## src/rtl/wall_report_scheduler.sv

```systemverilog
// Wall report scheduler: debounces the three ultrasonic wall flags, and sends
// a redundant, parity-protected frame whenever the debounced state changes or
// when the link has been quiet for a heartbeat period.
module wall_report_scheduler #(
    parameter int DEBOUNCE_SAMPLES = 4,
    parameter int HEARTBEAT_CYCLES = 1000
) (
    input  logic       clk,
    input  logic       reset,
    input  logic [2:0] obst,
    input  logic       sample_tick,
    input  logic       tx_ready,
    output logic       tx_valid,
    output logic [7:0] tx_data,
    output logic [2:0] wall_state,
    output logic [7:0] frame_count
);

    localparam int              HB_W    = 20;
    localparam logic [HB_W-1:0] HB_LAST = HB_W'(HEARTBEAT_CYCLES - 1);
    localparam logic [3:0]      DEB_N   = 4'(DEBOUNCE_SAMPLES);

    typedef enum logic [1:0] {
        IDLE = 2'd0,
        SEND = 2'd1,
        GAP  = 2'd2
    } state_t;

    state_t          state;
    state_t          state_next;
    logic [2:0]      cand;
    logic [3:0]      match_cnt;
    logic [HB_W-1:0] hb_cnt;
    logic            pending;
    logic            stable_change;
    logic            hb_fire;
    logic            accept;
    logic            launch;

    // Frame layout: duplicated parity bit, then the data sent twice.
    function automatic logic [7:0] encode(input logic [2:0] d);
        logic p;
        p = ^d;
        return {p, p, d, d};
    endfunction

    assign stable_change = (match_cnt >= DEB_N) && (cand != wall_state);
    assign hb_fire       = (hb_cnt == HB_LAST);
    assign accept        = tx_valid && tx_ready;
    assign launch        = (state == IDLE) && pending;
    assign tx_valid      = (state == SEND);

    // Track the latest candidate sample and how many ticks in a row it has held.
    always_ff @(posedge clk or posedge reset) begin
        if (reset) begin
            cand      <= 3'b000;
            match_cnt <= 4'd0;
        end else if (sample_tick) begin
            if (obst == cand) begin
                if (match_cnt != 4'hF)
                    match_cnt <= match_cnt + 4'd1;
            end else begin
                cand      <= obst;
                match_cnt <= 4'd1;
            end
        end
    end

    // Adopt the candidate once it has been stable long enough.
    always_ff @(posedge clk or posedge reset) begin
        if (reset)
            wall_state <= 3'b000;
        else if (stable_change)
            wall_state <= cand;
    end

    // Quiet-link timer: restarts on every accepted frame and on its own expiry.
    always_ff @(posedge clk or posedge reset) begin
        if (reset)
            hb_cnt <= '0;
        else if (accept || hb_fire)
            hb_cnt <= '0;
        else
            hb_cnt <= hb_cnt + HB_W'(1);
    end

    // Pending merges all report requests; a new request in the launch cycle
    // wins so a change landing then is not lost behind the outgoing frame.
    always_ff @(posedge clk or posedge reset) begin
        if (reset)
            pending <= 1'b0;
        else if (stable_change || hb_fire)
            pending <= 1'b1;
        else if (launch)
            pending <= 1'b0;
    end

    // FSM state register.
    always_ff @(posedge clk or posedge reset) begin
        if (reset)
            state <= IDLE;
        else
            state <= state_next;
    end

    // FSM next-state: one frame in flight, then a single-cycle gap.
    always_comb begin
        state_next = state;
        case (state)
            IDLE:    if (pending)  state_next = SEND;
            SEND:    if (tx_ready) state_next = GAP;
            GAP:     state_next = IDLE;
            default: state_next = IDLE;
        endcase
    end

    // Frame payload is captured from the live wall state when leaving IDLE.
    always_ff @(posedge clk or posedge reset) begin
        if (reset)
            tx_data <= 8'h00;
        else if (launch)
            tx_data <= encode(wall_state);
    end

    // Count frames taken by the transmitter; wraps naturally at 256.
    always_ff @(posedge clk or posedge reset) begin
        if (reset)
            frame_count <= 8'd0;
        else if (accept)
            frame_count <= frame_count + 8'd1;
    end

endmodule

```

## config.mk

```make
export PLATFORM = sky130hd
export DESIGN_NAME = wall_report_scheduler
export DESIGN_NICKNAME = d
export VERILOG_FILES = /design/src/rtl/wall_report_scheduler.sv
export SDC_FILE = /design/constraint.sdc
export NUM_CORES = 1
export LEC_CHECK = 0
export ABC_AREA = 1
export CAP_MARGIN = 20
export CELL_PAD_IN_SITES_DETAIL_PLACEMENT = 0
export CELL_PAD_IN_SITES_GLOBAL_PLACEMENT = 1
export CORE_ASPECT_RATIO = 1.5
export CORE_UTILIZATION = 43
export CTS_BUF_LIST = sky130_fd_sc_hd__clkbuf_4
export DETAILED_ROUTE_END_ITERATION = 8
export GPL_TIMING_DRIVEN = 0
export PLACE_DENSITY = 0.79
export SLEW_MARGIN = 20
export SYNTH_ARGS = -nofsm -noshare
export SYNTH_HDL_FRONTEND = slang
export SYNTH_SLANG_ARGS = --single-unit
```

## constraint.sdc

```tcl
create_clock -name clk -period 1.9 [get_ports clk]
set_input_delay 0.38 -clock clk [delete_from_list [all_inputs] [get_ports clk]]
set_output_delay 0.38 -clock clk [all_outputs]
set_load 0.01 [all_outputs]
```

; Yosys cells after proc, flatten, opt, wreduce, memory -nomap -nowiden
; Index checks and enable logic that the tools add are counted.
[op_classes]
addsub = 3
magnitude_cmp = 1
n_eq_ne = 8
n_mux = 8
n_bitwise = 1
reduce_logical = 11
[ops]
columns = op, count
row1 = $add A20 B1 Y20 const B, 1
row2 = $eq A20 B10 Y1 const B, 1
row3 = $mux W20, 1
row4 = $add A8 B1 Y8 const B, 1
row5 = $mux W4, 2
row6 = $reduce_and A2 Y1, 3
row7 = $add A4 B1 Y4 const B, 1
row8 = $ge A4 B3 Y1 const B, 1
row9 = $mux W2, 2
row10 = $ne A2 B2 Y1 const B, 2
row11 = $ne A4 B4 Y1 const B, 1
row12 = $pmux W2 S2, 1
row13 = $eq A3 B3 Y1, 1
row14 = $logic_and A1 B1 Y1, 3
row15 = $ne A3 B3 Y1, 1
row16 = $reduce_xor A3 Y1, 1
row17 = $eq A2 B1 Y1 const B, 1
row18 = $logic_not A2 Y1, 1
row19 = $logic_or A1 B1 Y1, 2
row20 = $mux W1, 2
row21 = $ne A2 B1 Y1 const B, 1
row22 = $reduce_bool A2 Y1, 1
row23 = $not A1 Y1, 1
[word_totals]
reg_bits = 48
in_bits = 7
out_inout_bits = 20
elab_cells = 40

; Depth between registers and ports, before layout
[depth]
word_depth = 4
mapped_depth = 9
mapped_depth_nobuf = 9

; Worst setup path after synthesis
; OpenSTA, ideal clock, no wires.
[synth_timing]
path_type = register to register
from = register hb_cnt[0]
to = register hb_cnt[16]
setup_ns = 0.123
arrival_time_ns = 1.231
required_time_ns = 1.777
path_slack_ns = 0.546
path_stages_with_launch = 8
path_buffers = 0
synth_period_minus_slack_ns = 1.354
cell_sequence = dfrtp_1 ha_1 nand2_1 nor2_2 nand2_1 nor2_1 xor2_1 nor2_1
[synth_between]
elab_chain_len = 3
elab_cells_between_ends = 4
cone_classes = add/sub: 1 / eq/ne: 1 / mux: 1 / reduce/logical: 1
[synth_rtl]
columns = item, line
row1 = start: declaration, 33  ; logic [HB_W-1:0] hb_cnt;
row2 = start signal: assignment, 84  ; hb_cnt <= hb_cnt + HB_W'(1);
row3 = branches (longest 2 deep; another with $add A20 B1 Y20), --
row4 = $mux W20 *, 81  ; else if (accept || hb_fire)
; Mark *: on every way between the ends.
; A chain may end at the register's enable or synchronous reset.

; Worst setup path after layout
[layout_timing]
from = register wall_state[2]
to = output port wall_state[2]
[layout_rtl]
columns = item, line
row1 = start: declaration, 15  ; output logic [2:0] wall_state,
row2 = start signal: assignment, 74  ; wall_state <= cand;
; No word-level cell between the ends.

==> summary.txt <==
Setup path
  – CP startpoint kind: flop
  – CP cell instances: clkdlybuf4s50_1
  – Worst Path Class, Setup: reg2out
  – Worst EP required: around 1.5 ns
  – Largest delay contributor family on the critical path: buffers and inverters
  – CP max FO: 5
  – CP Buf/Inv Count: 1
  – Crit. End Element: output pin
  – Critical path arrival: 1.38 ns
  – CP max stage cell: clkdlybuf4s50_1
  – Crit path largest cell delay: 0.58 ns

Floorplan
  – Chip height: roughly 92 microns
  – Starting Density: between 40% and 50%
  – # IOs: 27
  – Die width: 62.2 microns
  – Row cnt: 32
  – Die ar.: 5730 sq um
  – Total core area: 5160 sq um

Final layout
  – Reg area: 1130 sq um
  – Antenna diode count: 0
  – # fillers: 492
  – Area occupied by multi-input gates: 1050 sq um
  – Final Core Density: 53.3%
  – Layout cells sized above 1: 7.86%
  – Post-route cell area: 2750 sq um
  – P&R area growth vs syn: 17.8%
  – Post-layout net count: between 300 and 400

GRT
  – Initial antenna violation count: 0
  – Largest net degree at the start of global routing: 30
  – Global-route wire length before repair: roughly 8100 microns
  – Vias in the first global route: about 1.8k
  – Total global routing overflow: 0
  – GRT Util Overall: 18.2%

Worst hold path
  – Hold Crit Class: in2async

Timing
  – RSZ-0062 raised after global routing: false
  – Fmax: approximately 570 MHz
  – Min Tclk post-route: 1.76 ns
  – Fin Clk Skew: 0.0174 ns
  – Final Cycle Share: 92.7%
  – Slew HR: 73.7%
  – Final setup violation count: 0
  – Fin. Hold Viols: 0
  – Worst slew pin tran: 0.394 ns
  – Max Slew Vio Count: 0

Synth
  – Area contributors post-synth: dfrtp_1 48%, nand2_1 12%, nor2_1 8.0%
  – Syn Inst Count: 284
  – Net Count, Synth: around 300
  – Yosys warnings: 0
  – Seq/Total Area, Yosys: 48.2%
  – Mapped Area: 2330 sq um
  – Post-synth top flop: dfrtp_1
  – Ys async rst share: 100%
  – Mean post-synth cell area: 8.22 sq um
  – EDFF count, synth: 0
  – Post-synth top area cell: dfrtp_1
  – Synth top area share: 48.2%
  – Post-synth cell types: 23
  – Seq cells post-synth: 45

Power and ir drop
  – Part of the power in combinational logic: 38.6%
  – Leak Pwr: 1.29 nW
  – Pwr Total: 0.00304 W
  – Internal power: 0.00196 W
  – Sequential power share: 47.0%
  – Switching Fraction: 35.5%
  – Clock share of power: around 14%
  – Worst vdd ir: roughly 0.0005 V
  – NetSw: roughly 0.0011 W
  – Power Density: ~1100 nW/um^2

Drt
  – Vias: 1804
  – Starting DRC count in detailed routing: 55
  – First-pass detailed-route iteration total: 4
  – Via/cell ratio: 4.67
  – DRC: 0
  – WL/cell: about 12 microns
  – Remaining antenna violation count after routing: 0
  – Routed Wire Length: between 4000 and 5000 microns

Clocking
  – Htree depth: 2
  – CTS buffer count: 5
  – CTS tree: built
  – Root Driver: clkbuf_4
  – Clock Latency Late Sink: 0.35 ns
  – Clock Pin Slew Worst Setup and Hold Paths: 0.13 ns
  – Max Root-Sink Buffers: 2
  – Clk sink count: 45

Place
  – GP Congestion: 0.802
  – DP Area: 2700 sq um
  – Dpl hpwl: ~3600 microns
  – PortBufs: 26

Outcome
  – Status: finished clean

Run
  – Max-cap violations: 0
power groups by stage:
stage	Sequential [W]	Clock, W	Combinational, W
finish	0.00143	0.000436	0.00117
global route	0.00148	0.000504	0.00131
CTS	0.00144	0.000465	0.00120
detailed placement	0.00145	0	0.00120
global placement	0.00145	0	0.00117
floorplan	0.00146	0	0.000648
metrics by stage:
step / hold slack [ns] / setup slack [ns] / std cells / setup TNS (ns)
after global routing: 0.325 / 0.0552 / 386 / 0
after detailed placement: 0.489 / 0.110 / 379 / 0
after floorplan: 0.466 / 0.461 / 284 / 0
final: 0.305 / 0.138 / 386 / 0
after CTS: 0.304 / 0.0357 / 386 / 0
after global placement: 0.489 / -0.533 / 378 / -23.88
routing by layer:
metal	part of all wire [%]	vias up	track usage, %	routed length (microns)
met5	0	-	0	0
met4	3.0	0	8.14	138
met3	1.9	11	3.23	86
met2	55	22	34.5	2540
met1	40	823	19.1	1870
li1	-	948	-	-
cells in the mapped netlist (all sizes together), types with 3 or more instances:
master	number
nand4	3
xnor2	9
dfrtp	45
nor2	53
o21ai	10
mux2	3
ha	4
nand2	74
buf	6
inv	28
nand3	25
xor2	18
worst register-to-register path: cells and delay by family, from the launching register on:
family	cells	cell delay (ns)
simple gates	5	0.66
buf+inv	1	0.19
fa+ha+maj	1	0.23
flops	1	0.46
path summary, 6_finish.rpt:
check | cells past startpoint | slack (ns) | endpoint | start
min in group clk | 2 | 0.51 | pending | pending
worst min-delay path | 2 | 0.31 | frame_count[2] | reset
worst max register to register | 7 | 0.26 | hb_cnt[7] | hb_cnt[0]
worst max-delay path | 1 | 0.14 | wall_state[2] | wall_state[2]
max in group asynchronous | 3 | 1.10 | hb_cnt[13] | reset
worst min register to register | 2 | 0.51 | pending | pending
flip-flops by register name, summed over array words and instances (netlist names):
signal       count
hb_cnt          20
frame_count      8
match_cnt        4
tx_data          4
cand             3
wall_state       3
state            2
pending          1
cell type report:
class / count / area share, %
Buffer: 6 / 1.91
Clock buffer: 6 / 1.64
Clock inverter: 1 / 0.136
Inverter: 28 / 3.82
Multi-Input combinational cell: 205 / 38.2
Sequential cell: 45 / 40.9
Tap cell: 68 / 3.09
Timing Repair Buffer: 27 / 10.3
cell families (layout without fill, tap and decap cells):
kind of cell,count (synthesis),in the layout,share of synthesized area (%)
xor+xnor,27,27,10.1
simple gates,159,159,28.6
mux,3,3,1.45
fa+ha+maj,4,4,2.14
compound gates,12,12,2.68
flops,45,45,48.2
buf+inv,34,68,6.75
cells in the final DEF, fill, tap and decap left out, types with 2 or more instances in the layout:
cell type	instances
nand3_2	2
nand2_2	2
xnor2_1	9
clkdlybuf4s50_1	25
dfrtp_1	45
inv_1	27
xor2_1	18
clkbuf_4	6
nand3_1	23
buf_4	4
o21ai_0	9
nand2_1	72
buf_6	2
nor2_1	50
ha_1	4
nor2_2	3
nand4_1	3
mux2_2	3
timing repair:
item,4_1_cts,5_1_grt
resized for setup,0,1
setup endpoints to repair,0,1
hold buffers,0,0
setup buffers,0,0
hold endpoints to repair,0,0
No activity file was read; power rests on OpenSTA's default activity.
